[src/rtl/fetch_unit_if.sv]
// Fetch-stage bundle: decode-side control, instruction-memory port and IF/ID outputs.
// The master modport is the fetch unit; the slave modport is its environment.
interface fetch_unit_if;
  logic        stall;
  logic        redirect_valid;
  logic [31:0] redirect_target;
  logic [5:0]  imem_addr;
  logic [31:0] imem_data;
  logic [31:0] pc_out;
  logic [31:0] pc_plus4_out;
  logic [31:0] inst_out;
  logic        valid_out;
  logic        fetch_err;
  logic [31:0] fetch_cnt;

  modport master (
    input  stall, redirect_valid, redirect_target, imem_data,
    output imem_addr, pc_out, pc_plus4_out, inst_out, valid_out, fetch_err, fetch_cnt
  );

  modport slave (
    output stall, redirect_valid, redirect_target, imem_data,
    input  imem_addr, pc_out, pc_plus4_out, inst_out, valid_out, fetch_err, fetch_cnt
  );
endinterface

[src/rtl/fetch_unit.sv]
// Instruction fetch stage: PC register, zero-latency instruction memory lookup and
// the IF/ID pipeline register, with redirect/flush, stall hold and sticky fetch errors.
module fetch_unit #(
  parameter logic [31:0] RESET_PC   = 32'h0000_0000,
  parameter logic [31:0] NOP_INST   = 32'h0000_0013,
  parameter int unsigned IMEM_WORDS = 64
) (
  input  logic          clk,
  input  logic          rst,
  fetch_unit_if.master  bus
);

  localparam logic [29:0] IMEM_LIMIT = 30'(IMEM_WORDS);

  typedef struct packed {
    logic [31:0] pc;
    logic [31:0] inst;
    logic        valid;
  } ifid_t;

  localparam ifid_t IFID_EMPTY = '{pc: 32'h0, inst: NOP_INST, valid: 1'b0};

  logic [31:0] pc_q, pc_d;
  ifid_t       ifid_q, ifid_d;
  logic        err_q, err_d;
  logic [31:0] cnt_q, cnt_d;
  logic        in_range;

  // Words past the end of memory must not alias back into it via imem_addr.
  assign in_range = (pc_q[31:2] < IMEM_LIMIT);

  always_comb begin
    // NOTE: every next-state signal is defaulted to its current value first, so no
    // path through the branches below can leave one unassigned and infer a latch.
    pc_d   = pc_q;
    ifid_d = ifid_q;
    err_d  = err_q;
    cnt_d  = cnt_q;

    if (bus.redirect_valid) begin
      pc_d   = {bus.redirect_target[31:2], 2'b00};
      ifid_d = IFID_EMPTY;
      if (bus.redirect_target[1:0] != 2'b00) err_d = 1'b1;
    end else if (!bus.stall) begin
      pc_d = pc_q + 32'd4;
      if (in_range) begin
        ifid_d = '{pc: pc_q, inst: bus.imem_data, valid: 1'b1};
        cnt_d  = cnt_q + 32'd1;
      end else begin
        ifid_d = '{pc: pc_q, inst: NOP_INST, valid: 1'b0};
        err_d  = 1'b1;
      end
    end
  end

  // NOTE: state registers use non-blocking assignments so every flop samples the
  // pre-edge values computed above, independent of process ordering.
  always_ff @(posedge clk or negedge rst) begin
    if (!rst) begin
      pc_q   <= RESET_PC;
      ifid_q <= IFID_EMPTY;
      err_q  <= 1'b0;
      cnt_q  <= 32'h0;
    end else begin
      pc_q   <= pc_d;
      ifid_q <= ifid_d;
      err_q  <= err_d;
      cnt_q  <= cnt_d;
    end
  end

  assign bus.imem_addr    = pc_q[7:2];
  assign bus.pc_out       = ifid_q.pc;
  assign bus.pc_plus4_out = ifid_q.pc + 32'd4;
  assign bus.inst_out     = ifid_q.inst;
  assign bus.valid_out    = ifid_q.valid;
  assign bus.fetch_err    = err_q;
  assign bus.fetch_cnt    = cnt_q;

endmodule

[src/flat_wrapper.sv]
// flat-port wrapper written by rule: the top's interface ports become plain ports
module fetch_unit_flat 
#(
  parameter logic [31:0] RESET_PC   = 32'h0000_0000,
  parameter logic [31:0] NOP_INST   = 32'h0000_0013,
  parameter int unsigned IMEM_WORDS = 64
)
  (clk, rst, bus_stall, bus_redirect_valid, bus_redirect_target, bus_imem_data, bus_imem_addr, bus_pc_out, bus_pc_plus4_out, bus_inst_out, bus_valid_out, bus_fetch_err, bus_fetch_cnt);
  fetch_unit_if bus_i ();
  input  logic clk;
  input  logic rst;
  input wire logic [$bits(bus_i.stall)-1:0] bus_stall;
  input wire logic [$bits(bus_i.redirect_valid)-1:0] bus_redirect_valid;
  input wire logic [$bits(bus_i.redirect_target)-1:0] bus_redirect_target;
  input wire logic [$bits(bus_i.imem_data)-1:0] bus_imem_data;
  output wire logic [$bits(bus_i.imem_addr)-1:0] bus_imem_addr;
  output wire logic [$bits(bus_i.pc_out)-1:0] bus_pc_out;
  output wire logic [$bits(bus_i.pc_plus4_out)-1:0] bus_pc_plus4_out;
  output wire logic [$bits(bus_i.inst_out)-1:0] bus_inst_out;
  output wire logic [$bits(bus_i.valid_out)-1:0] bus_valid_out;
  output wire logic [$bits(bus_i.fetch_err)-1:0] bus_fetch_err;
  output wire logic [$bits(bus_i.fetch_cnt)-1:0] bus_fetch_cnt;
  assign bus_i.stall = bus_stall;
  assign bus_i.redirect_valid = bus_redirect_valid;
  assign bus_i.redirect_target = bus_redirect_target;
  assign bus_i.imem_data = bus_imem_data;
  assign bus_imem_addr = bus_i.imem_addr;
  assign bus_pc_out = bus_i.pc_out;
  assign bus_pc_plus4_out = bus_i.pc_plus4_out;
  assign bus_inst_out = bus_i.inst_out;
  assign bus_valid_out = bus_i.valid_out;
  assign bus_fetch_err = bus_i.fetch_err;
  assign bus_fetch_cnt = bus_i.fetch_cnt;
  fetch_unit #(.RESET_PC(RESET_PC), .NOP_INST(NOP_INST), .IMEM_WORDS(IMEM_WORDS)) u_core (.clk(clk), .rst(rst), .bus(bus_i));
endmodule
[config.mk]
export PLATFORM = sky130hd
export DESIGN_NAME = fetch_unit_flat
export DESIGN_NICKNAME = d
export VERILOG_FILES = /design/src/rtl/fetch_unit_if.sv /design/src/rtl/fetch_unit.sv /design/src/flat_wrapper.sv
export SDC_FILE = /design/constraint.sdc
export NUM_CORES = 1
export LEC_CHECK = 0
export ABC_AREA = 1
export CELL_PAD_IN_SITES_DETAIL_PLACEMENT = 1
export CELL_PAD_IN_SITES_GLOBAL_PLACEMENT = 2
export CORE_AREA = 2 2 165 167
export CTS_CLUSTER_DIAMETER = 50
export DETAILED_ROUTE_END_ITERATION = 8
export DIE_AREA = 0 0 167 169
export PLACE_DENSITY = 0.84
export SLEW_MARGIN = 0
export SYNTH_ARGS = -nofsm -noshare
export SYNTH_HDL_FRONTEND = slang
export SYNTH_SLANG_ARGS = --single-unit
[constraint.sdc]
create_clock -name clk -period 5.7 [get_ports clk]
set_input_delay 1.71 -clock clk [delete_from_list [all_inputs] [get_ports clk]]
set_output_delay 1.71 -clock clk [all_outputs]
set_load 0.05 [all_outputs]
Yosys cells after proc, flatten, opt, wreduce, memory -nomap -nowiden
Cells that the tools add are included.
{"block": "totals", "romBits": 0, "latch_bits": 0, "out_inout_bits": 136, "register_bits": 130, "n_memories": 0, "mem_bits_rw": 0}
{"block": "op_classes", "n_mux": 9, "n_eq_ne": 3, "magnitude_cmp": 1, "mul": 0, "shifts": 0, "bitwise": 2, "div": 0, "n_reduce_logical": 3, "add_sub_neg": 3}
{"cell": "65-bit 2-to-1 mux", "n": 2}
{"cell": "32-bit by 3-bit adder with 32-bit output (second input constant)", "n": 2}
{"cell": "32-bit 2-to-1 mux", "n": 2}
{"cell": "33-bit 2-to-1 mux", "n": 1}
{"cell": "32-bit by 1-bit adder with 32-bit output (second input constant)", "n": 1}
{"cell": "30-bit by 7-bit less-than comparator with 1-bit output (second input constant)", "n": 1}
{"cell": "3-bit AND reduction", "n": 2}
{"cell": "1-bit 2-to-1 mux", "n": 4}
{"cell": "2-bit by 1-bit inequality test with 1-bit output (second input constant)", "n": 2}
{"cell": "2-bit inequality test (second input constant)", "n": 1}
{"cell": "1-bit inverter", "n": 2}
{"cell": "2-bit nonzero test", "n": 1}

Depth between registers and ports, before layout
Gate-level depths: netlist of the first run.
{"block": "depth", "word_depth": 4, "mapped_depth": 10, "depth_no_buf": 10}

Worst setup path before layout of the first run
OpenSTA, ideal clock, no wires.
{"block": "synth_path", "path_type": "reg2out", "startpoint": "reg u_core.ifid_q, in the netlist u_core.bus.pc_out[3]", "endpoint": "out bus_pc_plus4_out[18]", "path_stages_with_launch": 8, "required_time_ns": 3.990, "setup_slack_ns": 1.587, "t_arrival_ns": 2.403, "path_cell_list": "dfrtp_1 ha_1 nand3_2 nor2_1 nand2_1 nor2_2 nand4_1 xor2_1"}
{"block": "synth_between", "elab_chain_cells": 1}
{"item": "start, declared", "line_no": "fetch_unit.sv:24", "rtl": "ifid_t ifid_q, ifid_d;"}
{"item": "start signal, assigned", "line_no": "fetch_unit.sv:66", "rtl": "ifid_q <= ifid_d;"}
{"item": "32-bit by 3-bit adder with 32-bit output", "line_no": "fetch_unit.sv:74", "rtl": "assign bus.pc_plus4_out = ifid_q.pc + 32'd4;"}
{"item": "end, declared", "line_no": "flat_wrapper.sv:18", "rtl": "output wire logic [$bits(bus_i.pc_plus4_out)-1:0] bus_pc_plus4_out;"}
Every way passes these cells.

Worst setup path in the final report of the first run
{"block": "layout_path", "startpoint": "reg u_core.ifid_q, in the netlist u_core.bus.pc_out[3]", "endpoint": "out bus_pc_plus4_out[28]"}
The elaborated chain is that of the path after synthesis.

==> flow_metrics.env, run 1 <==
export IMPL_finalSetupViolations=0
export IMPL_port_buffers=203
export IMPL_die_area_mm2=0.0282
export IMPL_synth_most_common_cell="nand2_1"
export IMPL_max_stage_delay_ns=0.82
export IMPL_cts_max_path_buffers=2
export IMPL_die_x_um=167
export IMPL_path_cells="ha_1 -> nand3_2 -> nor2_1 -> nand2_1 -> nor2_2 -> nand2_1 -> xor2_1 -> clkdlybuf4s50_1"
export IMPL_power_density_mw_per_mm2=241
export IMPL_cts_tree="done"
export IMPL_hold_viol=0
export IMPL_root_buffer="clkbuf_16"
export IMPL_dpl_hpwl_um=20500
export IMPL_grt_pass1_vias=7972
export IMPL_ctsResizeCount=0
export IMPL_gp_congestion=0.883
export IMPL_grt_max_degree=59
export IMPL_fmax_mhz=217
export IMPL_synth_flop_cell="dfrtp_1"
export IMPL_dr_first_iter_drc_count=351
export IMPL_syn_avg_cell_area_um2=7.11
export IMPL_grt_pass1_wl_um=43900
export IMPL_syn2layout_area_growth_pct=38.3
export IMPL_p_leak_nw=4.56
export IMPL_netlist_area_mm2=0.00754
export IMPL_firstDrtPassIters=4
export IMPL_vdd_drop_max_mv=0.164
export IMPL_num_nets_final=1322
export IMPL_ctsHoldBuffers=0
export IMPL_finalCritPeriodShare=0.808
export IMPL_crit_required_ns=3.99
export IMPL_path_common_cell="nand2_1"
export IMPL_synthArstFlopShare=1.00
export IMPL_final_cells=1606
export IMPL_min_path_type="reg -> reg"
export IMPL_cp_start_kind="register"
export IMPL_drc=0
export IMPL_post_cts_setup_buffer_count=0
export IMPL_routed_via_count=7660
export IMPL_numCtsBuffers=17
export IMPL_antenna_left=0
export IMPL_drt_vias_per_instance=4.77
export IMPL_grt_overflow_total=0
export IMPL_avgRoutedWirePerCell_um=17.0
export IMPL_synth_top_cell_by_area="dfrtp_1"
export IMPL_crit_type="reg -> out"
export IMPL_synth_top_area_share=0.412
export IMPL_fin_tns_setup_ns=0
export IMPL_outcome="finished clean"
export IMPL_core_area_mm2=0.0265
export IMPL_std_cell_rows=60
export IMPL_dp_cells=1573
export IMPL_slew_headroom=0.365
export IMPL_ioPinCount=204
export IMPL_slew_viol_final=0
export IMPL_clock_sinks=127
export IMPL_grt_use_total=0.196
export IMPL_clk_latency_ns=0.42
export IMPL_synthTopCellsByCount="nand2_1, dfrtp_1, nor2_1"
export IMPL_rsz0062_at_grt="no"
export IMPL_skew_ns=0.0131
export IMPL_endpoint_kind="output port"
export IMPL_cap_viol_max_count=0
export IMPL_antenna_found_initial=4
export IMPL_initial_utilization=0.285
export IMPL_r2r_cells=9
export IMPL_ys_types=39
export IMPL_cp_slowest_cell="clkdlybuf4s50_1"
export IMPL_path_max_fanout=4
export IMPL_cts_clk_slew_worst_paths_ns=0.06
export IMPL_finalWirelength_um=27300
export IMPL_cp_arrival_ns=2.90
export IMPL_synth_nets=1131
export IMPL_chipHeight_um=169
export IMPL_htreeDepth=4
export IMPL_synth_seq_cells=127
export IMPL_synthTopCellsByArea="dfrtp_1, nand2_1, nor2_1"
export IMPL_yosys_warnings=0
export IMPL_drive_gt1_frac=0.0570
export IMPL_tightest_slew_ns=0.953
export IMPL_fin_crit_ns=4.61
export IMPL_synth_enable_flop_cells=0
export IMPL_ys_seq_area_frac=0.422
export IMPL_min_path_cells=2
export IMPL_syn_inst=1060
-- cells by family after synthesis --
family	Yosys count	synth area share
adders and majority gates	3	0.00498
xor gates and xnor gates	39	0.0453
buffers and inverters	139	0.0790
AOI/OAI and AO/OA	84	0.0662
and+or+nand+nor	668	0.383
DFF	127	0.422
-- power by group --
group | switching [W] | internal (W) | leakage (nW)
clock network | 0.000421 | 0.000663 | 0.271
logic | 0.000279 | 0.000147 | 2.63
registers | 0.0000583 | 0.000939 | 1.66
total | 0.000759 | 0.00175 | 4.56
-- stage by stage --
stage                     total power, W  hold slack (ns)  setup WS, ns  area (um^2)  utilization
after floorplan                  0.00125            0.493          1.59         7540            -
after global placement           0.00144            0.461          1.44         9850        0.372
after global routing             0.00262            0.503         0.891        10400        0.393
after CTS                        0.00255            0.481          1.01        10400        0.393
after detailed placement         0.00144            0.465          1.36         9850        0.372
final                            0.00251            0.476          1.09        10400        0.393
-- path summary, 6_finish.rpt --
kind,to,startpoint,slack [ns]
setup / recovery,bus_pc_plus4_out[28],u_core.bus.pc_out[3],1.09
hold / removal,u_core.bus.inst_out[14],u_core.bus.inst_out[14],0.48
setup reg to reg,u_core.bus.inst_out[15],u_core.pc_q[25],3.05
hold reg to reg,u_core.bus.inst_out[14],u_core.bus.inst_out[14],0.48
max in group asynchronous,u_core.pc_q[7],rst,3.41
min in group asynchronous,u_core.bus.inst_out[18],rst,1.29
-- layout make-up --
cell class | instances | area [um^2]
clock inverters | 10 | 114
well taps | 341 | 427
fillers | 3285 | 16100
flip-flops and latches | 127 | 3180
diodes | 2 | 5.00
clock buffers | 21 | 460
multi-input cells | 794 | 3770
repair buffers | 211 | 2090
inverters | 100 | 375
-- worst max-delay path: cells and delay by family, from the launching register on --
| kind | cells | cell delay (ns) |
|---|---|---|
| fa+ha+maj | 1 | 0.27 |
| flops | 1 | 0.41 |
| xor+xnor | 1 | 0.17 |
| simple gates | 5 | 0.80 |
| buf+inv | 1 | 0.82 |
-- flip-flops by register name (all words and copies together) (netlist names) --
signal / flops
u_core.bus.fetch_cnt: 32
u_core.bus.inst_out: 32
u_core.bus.pc_out: 31
u_core.pc_q: 30
u_core.bus.fetch_err: 1
u_core.bus.valid_out: 1
-- layer usage --
metal	wire length, um	global-route usage	share of wire
met1	12400	0.250	0.45
met2	13000	0.330	0.47
met3	1570	0.0531	0.057
met4	360	0.0472	0.013
met5	23	0	0.00084
-- cells in the final DEF (no fill, tap or decap), types with 8 or more instances in the layout --
master	synthesis	routed
clkbuf_16	0	17
dfrtp_1	124	124
nor2_1	114	113
nand3b_1	18	18
nand2_1	412	412
nand3_1	49	49
xor2_1	37	37
o21ai_0	43	43
buf_4	11	8
clkdlybuf4s50_1	0	202
o22ai_1	19	19
nor3_1	23	23
inv_1	96	96
nand4_1	25	25
Note: power is estimated with default switching activity, not from simulation.
==> run 2: changes to the inputs <==
Settings changed: CORE_AREA 2 2 165 167 to 2 2 181 183, DIE_AREA 0 0 167 169 to 0 0 183 185, PLACE_DENSITY 0.84 to 0.74.
Clock period 5.7 ns to 3.8 ns, I/O delays scaled along.
==> run 2 against run 1 <==
  * Combinational power rose by 51%
  * Register-to-register slack got worse by 1.4 ns
  * First-iteration DRC count fell by 2.6%
  * Total power rose by 54%
==> flow_metrics.env, run 2 (same netlist as run 1, synthesis figures left out) <==
export IMPL_cap_viol_max_count=0
export IMPL_grt_pass1_wl_um=45500
export IMPL_cp_start_kind="register"
export IMPL_nFillCells=3945
export IMPL_rsz0062_at_grt="no"
export IMPL_switchingPower_w=0.00119
export IMPL_skew_ns=0.0123
export IMPL_fin_tns_setup_ns=0
export IMPL_endpoint_kind="output port"
export IMPL_crit_type="reg -> out"
export IMPL_antenna_found_initial=0
export IMPL_num_nets_final=1328
export IMPL_drt_vias_per_instance=4.51
export IMPL_antenna_left=0
export IMPL_finalWirelength_um=28900
export IMPL_cp_arrival_ns=2.49
export IMPL_ctsHoldBuffers=0
export IMPL_routed_via_count=7575
export IMPL_gp_congestion=0.897
export IMPL_combPwrFrac=0.166
export IMPL_crit_required_ns=2.66
export IMPL_root_buffer="clkbuf_16"
export IMPL_hold_viol=0
export IMPL_drc=0
export IMPL_htreeDepth=4
export IMPL_p_clk_frac=0.447
export IMPL_drive_gt1_frac=0.0661
export IMPL_grt_use_total=0.175
export IMPL_slew_headroom=0.561
export IMPL_vdd_drop_max_mv=0.246
export IMPL_grt_pass1_vias=7992
export IMPL_cts_tree="done"
export IMPL_avgRoutedWirePerCell_um=17.2
export IMPL_finalCritPeriodShare=0.954
export IMPL_p_total_w=0.00387
export IMPL_ioPinCount=204
export IMPL_chipHeight_um=185
export IMPL_antenna_cells=0
export IMPL_grt_busiest_layer="met2"
export IMPL_initial_utilization=0.235
export IMPL_mostFrequentLayoutCells="nand2_1, clkdlybuf4s50_1, dfrtp_1"
export IMPL_switching_share=0.308
export IMPL_tightest_slew_ns=0.657
export IMPL_use_met1=0.224
export IMPL_p_leak_nw=4.76
export IMPL_std_cell_rows=66
export IMPL_port_buffers=203
export IMPL_path_max_fanout=4
export IMPL_grtUsageMet2=0.298
export IMPL_finalSetupViolations=0
export IMPL_grtUsageMet3=0.0415
export IMPL_clk_latency_ns=0.43
export IMPL_power_density_mw_per_mm2=365
export IMPL_internal_power_w=0.00268
export IMPL_finish_instance_area_mm2=0.0106
export IMPL_seq_power_share=0.386
export IMPL_outcome="finished clean"
export IMPL_placed_cell_area_mm2=0.00999
export IMPL_dpl_hpwl_um=22000
export IMPL_dr_first_iter_drc_count=342
export IMPL_fmax_mhz=276
export IMPL_die_area_mm2=0.0339
export IMPL_grt_max_degree=52
export IMPL_min_path_type="reg -> reg"
export IMPL_clock_sinks=127
export IMPL_slew_viol_final=0
export IMPL_core_area_mm2=0.0320
export IMPL_final_common_cell="nand2_1"
export IMPL_fin_crit_ns=3.63
export IMPL_grt_overflow_total=0
export IMPL_post_cts_setup_buffer_count=0
export IMPL_syn2layout_area_growth_pct=40.6
export IMPL_firstDrtPassIters=4
export IMPL_numCtsBuffers=17
export IMPL_cts_clk_slew_worst_paths_ns=0.06
export IMPL_die_x_um=183
export IMPL_cts_max_path_buffers=2
## run 2: changes by cell type in the layout (fill, tap and decap cells not counted), sizes merged
cell	previous run	this run
clkdlybuf4s15	0	1
clkdlybuf4s50	202	180
bufinv	2	3
buf	9	20
inv	100	102
diode	2	0
clkinv	4	3
dlymetal6s2s	0	7
clkbuf	21	20
dlygate4sd2	0	9
## run 2: per-stage QoR
step	std cells	worst slack, ns	hold slack, ns	util
finish	1678	0.173	0.475	0.331
global route	1678	0.00422	0.502	0.331
CTS	1678	0.0128	0.484	0.330
detailed placement	1646	0.309	0.467	0.312
global placement	1646	0.339	0.458	0.312
floorplan	1060	0.257	0.493	-
## run 2: cell type report
| type | instances | area (um^2) | share of cell area |
|---|---|---|---|
| clock buffer | 20 | 447 | 0.0421 |
| clock inverter | 12 | 160 | 0.0151 |
| inverter | 100 | 375 | 0.0354 |
| multi-input combinational | 794 | 3770 | 0.356 |
| sequential | 127 | 3180 | 0.300 |
| tap | 408 | 510 | 0.0482 |
| timing repair buffer | 217 | 2160 | 0.203 |
## run 2: critical path, stage by stage (launching register included)
cell and delay (ns):
dfrtp_1 0.41, ha_1 0.25, nand3_2 0.14, nor2_1 0.11, nand2_1 0.15, nor2_2 0.25
nand2_1 0.10, xor2_1 0.13, clkdlybuf4s15_1 0.51
## run 2: final timing paths
kind	startpoint	end	slack, ns	cells past startpoint
setup / recovery	u_core.bus.pc_out[2]	bus_pc_plus4_out[16]	0.17	8
hold reg to reg	u_core.bus.fetch_err	u_core.bus.fetch_err	0.48	2
setup reg to reg	u_core.pc_q[31]	u_core.bus.fetch_cnt[10]	1.66	9
min in group asynchronous	rst	u_core.bus.inst_out[22]	0.67	1
max in group asynchronous	rst	u_core.bus.inst_out[0]	2.35	2
hold / removal	u_core.bus.fetch_err	u_core.bus.fetch_err	0.48	2
## run 2: layer usage
layer | vias up | part of all wire
met3 | 23 | 0.052
li1 | 3751 | -
met1 | 3620 | 0.46
met2 | 181 | 0.47
met5 | - | 0
met4 | 0 | 0.013
## run 2: repair_timing
action | in CTS | in global routing
pin swaps | 0 | 0
gates resized for setup | 10 | 8
endpoints found under the setup margin | 10 | 8
## run 2: power by group through the flow
| stage | registers (W) | clock network [W] | logic (W) |
|---|---|---|---|
| floorplan | 0.00157 | 0 | 0.000309 |
| global placement | 0.00152 | 0 | 0.000656 |
| detailed placement | 0.00152 | 0 | 0.000657 |
| CTS | 0.00150 | 0.00179 | 0.000655 |
| global route | 0.00151 | 0.00184 | 0.000700 |
| finish | 0.00150 | 0.00173 | 0.000644 |
